===== config.mk =====
export PLATFORM = sky130hd
export DESIGN_NAME = pipeline_hazard_ctrl
export DESIGN_NICKNAME = d
export VERILOG_FILES = /design/src/rtl/pipeline_hazard_ctrl.sv
export SDC_FILE = /design/constraint.sdc
export NUM_CORES = 1
export LEC_CHECK = 0
export ABC_AREA = 1
export ABC_CLOCK_PERIOD_IN_PS = 1700
export BUFFER_PORTS_ARGS = -buffer_cell sky130_fd_sc_hd__buf_2
export CAP_MARGIN = 20
export CORE_AREA = 3 3 105 82
export DETAILED_ROUTE_END_ITERATION = 8
export DIE_AREA = 0 0 108 85
export GPL_ROUTABILITY_DRIVEN = 1
export PLACE_DENSITY = 0.49
export SLEW_MARGIN = 10
export SYNTH_ARGS = -nofsm -noshare
export SYNTH_HDL_FRONTEND = slang
export SYNTH_SLANG_ARGS = --single-unit
export TNS_END_PERCENT = 30

===== constraint.sdc =====
create_clock -name clk -period 1.7 [get_ports clk]
set_input_delay 0.34 -clock clk [delete_from_list [all_inputs] [get_ports clk]]
set_output_delay 0.34 -clock clk [all_outputs]
set_load 0.1 [all_outputs]

===== src/rtl/pipeline_hazard_ctrl.sv =====
// Pipeline interlock: tracks in-flight register writers after DEC and drives
// per-stage load enables / NOP injection. Optional macro: HAZARD_FORWARDING_EN.
module pipeline_hazard_ctrl #(
    parameter int NUM_STAGES  = 6,
    parameter int HAZ_DEPTH   = 2,
    parameter int REG_AW      = 5,
    parameter int FLUSH_STAGE = 3,
    parameter int BUSY_STAGE  = 3
) (
    input  logic                  clk,
    input  logic                  reset,
    input  logic [REG_AW-1:0]     rs1_dec,
    input  logic [REG_AW-1:0]     rs2_dec,
    input  logic                  rs1_used_dec,
    input  logic                  rs2_used_dec,
    input  logic [REG_AW-1:0]     rd_dec,
    input  logic                  rd_used_dec,
    input  logic                  rd_load_dec,
    input  logic                  flush_pipeline,
    input  logic                  busy,
    output logic [NUM_STAGES-1:0] stage_ena,
    output logic [NUM_STAGES-1:0] stage_nop,
    output logic [15:0]           stall_cnt
);

    typedef struct packed {
        logic              valid;
        logic [REG_AW-1:0] rd;
        logic              load;
    } sb_entry_t;

    // Entry k describes the instruction currently held in stage 2+k.
    sb_entry_t sb_q [HAZ_DEPTH];
    sb_entry_t sb_d [HAZ_DEPTH];
    sb_entry_t new_entry;

    logic [15:0]          stall_cnt_q, stall_cnt_d;
    logic [HAZ_DEPTH-1:0] match;
    logic                 hazard;
    logic                 hazard_stall;

    always_comb begin
        match = '0;
        for (int k = 0; k < HAZ_DEPTH; k++) begin
            match[k] = sb_q[k].valid && (sb_q[k].rd != '0) &&
                       ((rs1_used_dec && (rs1_dec == sb_q[k].rd)) ||
                        (rs2_used_dec && (rs2_dec == sb_q[k].rd)));
        end
`ifdef HAZARD_FORWARDING_EN
        // ALU results are forwarded; only a load directly ahead must bubble.
        hazard = match[0] && sb_q[0].load;
`else
        hazard = |match;
`endif
        // A stall is never raised while reset is held.
        hazard_stall = hazard && !reset;
    end

    always_comb begin
        stage_ena = '1;
        stage_nop = '0;
        if (flush_pipeline) begin
            for (int i = 0; i < NUM_STAGES; i++) begin
                if (i < FLUSH_STAGE) stage_nop[i] = 1'b1;
            end
        end else if (busy) begin
            for (int i = 0; i < NUM_STAGES; i++) begin
                if (i <= BUSY_STAGE) stage_ena[i] = 1'b0;
            end
            stage_nop[BUSY_STAGE+1] = 1'b1;
        end else if (hazard_stall) begin
            stage_ena[0] = 1'b0;
            stage_ena[1] = 1'b0;
            stage_nop[2] = 1'b1;
        end
    end

    always_comb begin
        new_entry.valid = rd_used_dec || rd_load_dec;
        new_entry.rd    = rd_dec;
        new_entry.load  = rd_load_dec;
        sb_d[0] = new_entry;
        for (int k = 1; k < HAZ_DEPTH; k++) begin
            sb_d[k] = sb_q[k-1];
        end
        stall_cnt_d = stall_cnt_q;
        if (flush_pipeline) begin
            for (int k = 0; k < HAZ_DEPTH; k++) begin
                if (k + 2 <= FLUSH_STAGE) sb_d[k].valid = 1'b0;
            end
        end else if (busy) begin
            // Stages up to BUSY_STAGE freeze; BUSY_STAGE+1 receives a bubble.
            for (int k = 0; k < HAZ_DEPTH; k++) begin
                if (k + 2 <= BUSY_STAGE)          sb_d[k] = sb_q[k];
                else if (k + 2 == BUSY_STAGE + 1) sb_d[k] = '0;
            end
        end else if (hazard_stall) begin
            sb_d[0] = '0;
            if (stall_cnt_q != 16'hFFFF) stall_cnt_d = stall_cnt_q + 16'd1;
        end
    end

    always_ff @(posedge clk) begin
        if (reset) begin
            for (int k = 0; k < HAZ_DEPTH; k++) sb_q[k] <= '0;
            stall_cnt_q <= '0;
        end else begin
            for (int k = 0; k < HAZ_DEPTH; k++) sb_q[k] <= sb_d[k];
            stall_cnt_q <= stall_cnt_d;
        end
    end

    assign stall_cnt = stall_cnt_q;

endmodule


======== Word level (Yosys, flattened, before mapping) ========
Memory sizes are Yosys's and may differ from the RTL's.
Index checks and enable logic that the tools add are counted.
word-level totals
  flip-flop bits (word level) ............. 16
  bits in writable memories ............... 14
  word-level logic and storage cells ...... 51
  output and inout port bits .............. 28
  memories ................................ 1
  bits of input ports ..................... 23
  bits in read-only memories .............. 0
  bits in latches ......................... 0
cells by class
  $mul .................................... 0
  reductions and logical operators ........ 17
  equality and inequality tests ........... 5
  $add $sub $neg .......................... 1
  mux-type cells .......................... 22
  bitwise logic cells ..................... 4
  shift operators ......................... 0
  divide/modulo/power cells ............... 0
  order comparisons ....................... 0
memories
  name  depth  bits a word  rd ports  clocked after memory_dff  wr ports  RTL line  text
  sb_q  2      7            2         0                         2         33        sb_entry_t sb_q [HAZ_DEPTH];
operator list
  operator               number
  $mux 7                 5
  $eq 5x5->1             4
  $add 16x1->16 const B  1
  $ne 16x16->1 const B   1
  $mux 6                 2
  $mux 1                 10
  $reduce_bool 5->1      2
  $logic_and 1x1->1      9
  $mux 2                 4
  $mux 4                 1
  $reduce_and 4->1       1
  $logic_or 1x1->1       3
  $not 1->1              2
  $or 1x1->1             2
  $reduce_or 2->1        1
  $logic_not 1->1        1

======== Depth between registers and ports, before layout ========
Gate-level depths: netlist of the first run.
An unclocked memory read counts as a cell.
  word-level depth ........................ 11
  gate-level depth with buffers ........... 13
  depth with buffers taken out ............ 13

======== Worst setup path before layout of the first run ========
OpenSTA, ideal clock, no wires.
  kind .................................... input -> output
  start point ............................. in busy
  end point ............................... out stage_ena[3]
  cell stages on the path ................. 5
  data arrival time ....................... 3056 ps
  path slack .............................. -1696 ps
  path buffers ............................ 2
  required time ........................... 1360 ps
  cells stage by stage .................... inv_1 -> nor2_1 -> clkbuf_1 -> inv_1 -> buf_4
between the ends
  longest elaborated chain between the ends .. 2
RTL lines
  element             RTL line  text
  start: declaration  20        input logic busy,
  $mux 2              66        end else if (busy) begin
  $mux 4              62        if (flush_pipeline) begin
  end: declaration    21        output logic [NUM_STAGES-1:0] stage_ena,
No other way between the ends.

==> results.yml, run 1 <==
finish:
  fillers: 836
  fin_util: 0.351
  syn_to_final_growth_pct: 42.3
  drive_above_1_share: 0.448
  antenna_cells: 0
  fin_nets: 387
  stdcell_area_um2: 2720
drt:
  wl_um: 5410
  wire_per_inst_um: 11.6
  postRouteAntennaNets: 0
  drc: 0
  dr.pass1.iters: 4
  vias_per_cell: 4.20
  num_vias: 1963
  drtIter0Drc: 56
global_routing:
  grt_first_pass_wirelength_um: 8960
  grtUsageTotal: 0.122
  grt_overflow_total: 0
  antenna_found_initial: 0
  grt_pass1_vias: 1803
  grt_max_degree: 22
clock_network:
  htreeDepth: 1
  clk_pin_slew_ns: 0.10
  cts-buffers-inserted: 3
  tritoncts: "done"
  ctsHoldBuffers: 0
  clock_latency_ns: 0.27
  cts.sinks: 28
  cts_buffer_depth: 2
  root_buffer: "clkbuf_8"
worst_setup_path:
  end_kind: "output pin"
  crit_required_ns: 1.36
  r2r_setup_slack_ns: 0.03
  r2r_cells: 14
  slowest_delay_ns: 0.35
  regToRegStartpoint: "sb_q[0][4]"
  path_class: "reg2out"
  path_cells: "buf_6 > nand2_2 > nand2_1 > nor2_1 > nand3_1 > nand2_1 > nand2_2 > nand2_4 > nand3_4 > nand2_2 > buf_12"
  startpoint_type: "register"
  cp_common_cell: "nand2_2"
  cp_max_fo: 3
  slowest_stage: "dfxtp_2"
  critPathTopFamily: "simple AND/OR/NAND/NOR gates"
  cp.buffers_inverters: 2
  cp_data_arrival_time_ns: 1.65
  reg2reg_to: "sb_q[0][6]"
synthesis:
  synth-edff-count: 0
  synth_top_cell_area_share: 0.294
  synth_area_leaders: "dfxtp_1, nand2_1, inv_1"
  ys_seq_elements: 28
  seq_area_frac_synth: 0.294
  avgSynthCellArea_um2: 6.34
  ys_types: 29
  synth_area_um2: 1910
  synth_top_cell_by_area: "dfxtp_1"
  postSynthCellCount: 301
  async_flop_share: 0
  synthFlopType: "dfxtp_1"
  yosys_warnings: 0
worst_hold_path:
  holdPathStages: 3
  worstHoldPathType: "in2reg"
  hp-start: "rd_dec[0]"
  min_delay_worst_endpoint: "sb_q[0][1]"
place:
  io_buffers: 46
  dp.final_hpwl_um: 4280
  placed_area_um2: 2560
  gp_congestion: 0.892
sta:
  fin_skew_ns: 0.00570
  hold_violations: 0
  rsz0062_at_grt: "yes"
  fin_ws_ns: -0.288
  tns_ns: -0.861
  finalCriticalPeriod_ns: 1.99
  setup_viol: 3
  max_freq_mhz: 503
  period_share: 1.17
  finalMaxSlewViolations: 0
floorplanning:
  die_w_um: 108
  initial_core_util: 0.247
  num_rows: 28
  die_y_um: 85
  core_area_um2: 7740
  ios: 51
  die_area_um2: 9180
flow_run:
  cap_violations: 0
pwr:
  leakagePower_nw: 1.25
  power_density_nw_per_um2: 523
  ir_worst_vdd_v: 0.000282
run_status:
  violations: "negative setup slack"
  run_status: "finished, violations left"
-- flip-flops by register name, summed over array words and instances, names as in the netlist --
name / count
sb_q: 12
stall_cnt: 16
-- placed cells by master (no fill, tap or decap), types with 11 or more instances in the layout --
cell type / n
nand2_1: 90
buf_2: 40
nand2_2: 26
inv_1: 23
nor2_1: 18
a21oi_1: 18
buf_4: 17
dfxtp_4: 16
inv_2: 12
nand3_1: 11
-- per-layer routing --
metal | GRT usage | up-vias | part of all wire
met5 | 0 | - | 0
met4 | 0.0218 | 0 | 0.010
met3 | 0.0281 | 4 | 0.041
met2 | 0.170 | 37 | 0.39
met1 | 0.190 | 874 | 0.55
li1 | - | 1048 | -
-- cells by family after synthesis --
group | count (synthesis) | share of synthesized area
buf+inv | 49 | 0.119
flops | 28 | 0.294
simple gates | 170 | 0.395
other cells | 2 | 0.00393
xor+xnor | 14 | 0.0642
fa+ha+maj | 1 | 0.00655
compound gates | 37 | 0.118
-- layout make-up --
class | count | area [um^2] | share of cell area
multi-input combinational | 226 | 1240 | 0.456
clock buffer | 4 | 45.0 | 0.0166
sequential | 28 | 633 | 0.233
inverter | 36 | 139 | 0.0511
timing repair buffer | 68 | 531 | 0.195
tap | 105 | 131 | 0.0484
-- timing repair --
item                                    CTS  global route
gates resized for setup                  20            21
endpoints found under the setup margin    7            24
buffers inserted                          1             1
pin swaps                                10            13
-- power by group --
part / switching [W] / internal [W]
logic: 0.000254 / 0.000124
registers: 0.0000183 / 0.000651
clock network: 0.000206 / 0.000168
total: 0.000479 / 0.000943
-- per-stage QoR --
stage               hold WS (ns)  std cells  total power (W)  setup slack (ns)
CTS                        0.280        466          0.00145            -0.348
floorplan                  0.399        303         0.000933            -0.321
detailed placement         0.473        461          0.00104            -0.174
global placement           0.462        461          0.00104            -0.167
global route               0.290        467          0.00152            -0.445
finish                     0.297        467          0.00142            -0.288
-- worst max-delay path by stage --
| stage | startpoint | to | slack, ns | cells after the start |
|---|---|---|---|---|
| 3_3_place_gp | rs1_dec[0] | stage_ena[1] | -0.17 | 12 |
| 5_1_grt | sb_q[0][4] | stage_ena[1] | -0.44 | 12 |
| 3_5_place_dp | rs1_dec[0] | stage_ena[1] | -0.17 | 12 |
| 2_1_floorplan | busy | stage_ena[3] | -0.32 | 5 |
| 6_report | sb_q[0][4] | stage_nop[2] | -0.29 | 11 |
| 4_1_cts | sb_q[0][9] | stage_ena[0] | -0.35 | 12 |
-- cells in the mapped netlist (7+ instances only) --
master / instances
a21oi_1: 18
a21oi_2: 10
buf_4: 8
dfxtp_1: 28
inv_1: 25
inv_2: 11
nand2_1: 108
nand2_2: 11
nand3_1: 11
nor2_1: 24
o21ai_0: 7
xor2_1: 9
-- worst reg2reg max path: cells and delay by family, from the launching register on --
family                 cells  cell delay (ns)
and+or+nand+nor            8             0.57
buffers and inverters      4             0.49
DFF                        1             0.35
AOI/OAI and AO/OA          2             0.15
No activity file was read; power rests on OpenSTA's default activity.
==> run 2: changes to the inputs <==
REMOVE_ABC_BUFFERS = 1   (was unset)
==> run 2 against run 1 <==
Against the previous run:
- the flow still finishes with violations (negative setup slack)
- wire length increased by 5.4%
- register-to-register slack got worse by 0.26 ns
- count of clock-buffer cells in the layout decreased by 1
- die area unchanged
- worst hold slack got worse by 0.0070 ns
- flip-flop and latch count unchanged
- via count increased by 4.4%
- global-route usage increased by 0.58 points
- largest cell class unchanged
- largest power group unchanged
==> results.yml, run 2 (synthesized netlist as in run 1, its figures left out) <==
worst_hold_path:
  worstHoldPathType: "in2reg"
sta:
  rsz0062_at_grt: "yes"
  setup_viol: 19
  hold_slack_ns: 0.290
  finalMaxSlewViolations: 0
  period_share: 1.21
  fin_skew_ns: 0.00646
  finalCriticalPeriod_ns: 2.05
  tns_ns: -4.43
  fin_ws_ns: -0.351
  max_freq_mhz: 488
  hold_violations: 0
place:
  gp_congestion: 0.812
  io_buffers: 46
  dp.final_hpwl_um: 4470
  place_ws_ns: -0.288
floorplanning:
  num_rows: 28
  ios: 51
  die_area_um2: 9180
  core_area_um2: 7740
  initial_core_util: 0.247
  die_w_um: 108
  die_y_um: 85
finish:
  final_cell_mix: "nand2_1, buf_2, inv_1, buf_4, nand2_2"
  fin_nets: 398
  largest_register_ffs: 16
  drive_above_1_share: 0.411
  antenna_cells: 0
  syn_to_final_growth_pct: 43.9
  final_common_cell: "nand2_1"
worst_setup_path:
  end_kind: "output pin"
  path_class: "reg2out"
  cp.buffers_inverters: 2
  path_cells: "buf_6 > nand2_2 > nand2_2 > nor2_4 > nand3_2 > nand2_2 > nand2_2 > nand2_4 > nand2_2 > nand2_2 > nand2_4 > buf_12"
  cp_max_fo: 6
  cp_common_cell: "nand2_2"
  crit_required_ns: 1.36
  cp_data_arrival_time_ns: 1.71
  slowest_delay_ns: 0.38
  slowest_stage: "dfxtp_4"
  startpoint_type: "register"
  critPathTopFamily: "simple AND/OR/NAND/NOR gates"
global_routing:
  grt_max_degree: 22
  grt_overflow_total: 0
  antenna_found_initial: 0
  grt_pass1_vias: 1975
  grt_first_pass_wirelength_um: 9420
  grtUsageTotal: 0.128
drt:
  wire_per_inst_um: 11.9
  vias_per_cell: 4.30
  wl_um: 5700
  dr.pass1.iters: 4
  drtIter0Drc: 76
  postRouteAntennaNets: 0
  drc: 0
  num_vias: 2049
clock_network:
  root_buffer: "clkbuf_8"
  cts-buffers-inserted: 3
  cts.sinks: 28
  ctsHoldBuffers: 0
  htreeDepth: 1
  tritoncts: "done"
  clk_pin_slew_ns: 0.10
  clock_latency_ns: 0.28
  cts_buffer_depth: 2
flow_run:
  cap_violations: 0
run_status:
  violations: "negative setup slack"
  run_status: "finished, violations left"
pwr:
  ir_worst_vdd_v: 0.000274
  finalPower_w: 0.00146
  leakagePower_nw: 1.33
  power_density_nw_per_um2: 531
==> run 2: routing by layer <==
layer	vias up	track usage	share of wire
met5	-	0	0
met4	0	0.0172	0.0051
met3	2	0.0243	0.039
met2	38	0.214	0.46
met1	942	0.175	0.50
li1	1067	-	-
==> run 2: cell type report <==
class,instances,area (um^2)
inverter,36,135
clock buffer,3,41.3
tap,105,131
timing repair buffer,79,637
fill,856,4990
sequential,28,577
multi-input combinational,226,1230
==> run 2: worst paths after layout <==
check                                 start             to  slack, ns  depth (start not counted)
worst min register to register  sb_q[0][13]    sb_q[0][13]       0.48                          2
worst max-delay path             sb_q[0][1]   stage_ena[1]      -0.35                         12
worst min-delay path              rd_dec[1]     sb_q[0][2]       0.29                          3
worst max register to register   sb_q[0][1]  stall_cnt[11]      -0.23                         16
==> run 2: worst min-delay path, stage by stage <==
cell,delay [ns]
buf_2,0.09
nand2_1,0.05
a21oi_1,0.05
==> run 2: what timing repair did <==
item / 4_1_cts / 5_1_grt
setup buffers: 3 / 1
gates resized for setup: 16 / 33
pin swaps: 9 / 19
endpoints found under the setup margin: 24 / 25
gates cloned: 0 / 0
==> run 2: power breakdown <==
group	internal, W	total (W)	leakage [nW]	switching (W)
clock	0.000160	0.000378	0.0216	0.000219
combinational	0.000129	0.000391	1.08	0.000262
sequential	0.000673	0.000690	0.231	0.0000171
total	0.000962	0.00146	1.33	0.000498
==> run 2: metrics by stage <==
| step | util | area, um^2 | instances |
|---|---|---|---|
| 2_1_floorplan | - | 1830 | 290 |
| 3_3_place_gp | 0.332 | 2570 | 472 |
| 3_5_place_dp | 0.332 | 2570 | 472 |
| 4_1_cts | 0.344 | 2660 | 477 |
| 5_1_grt | 0.355 | 2750 | 477 |
| 6_report | 0.355 | 2750 | 477 |
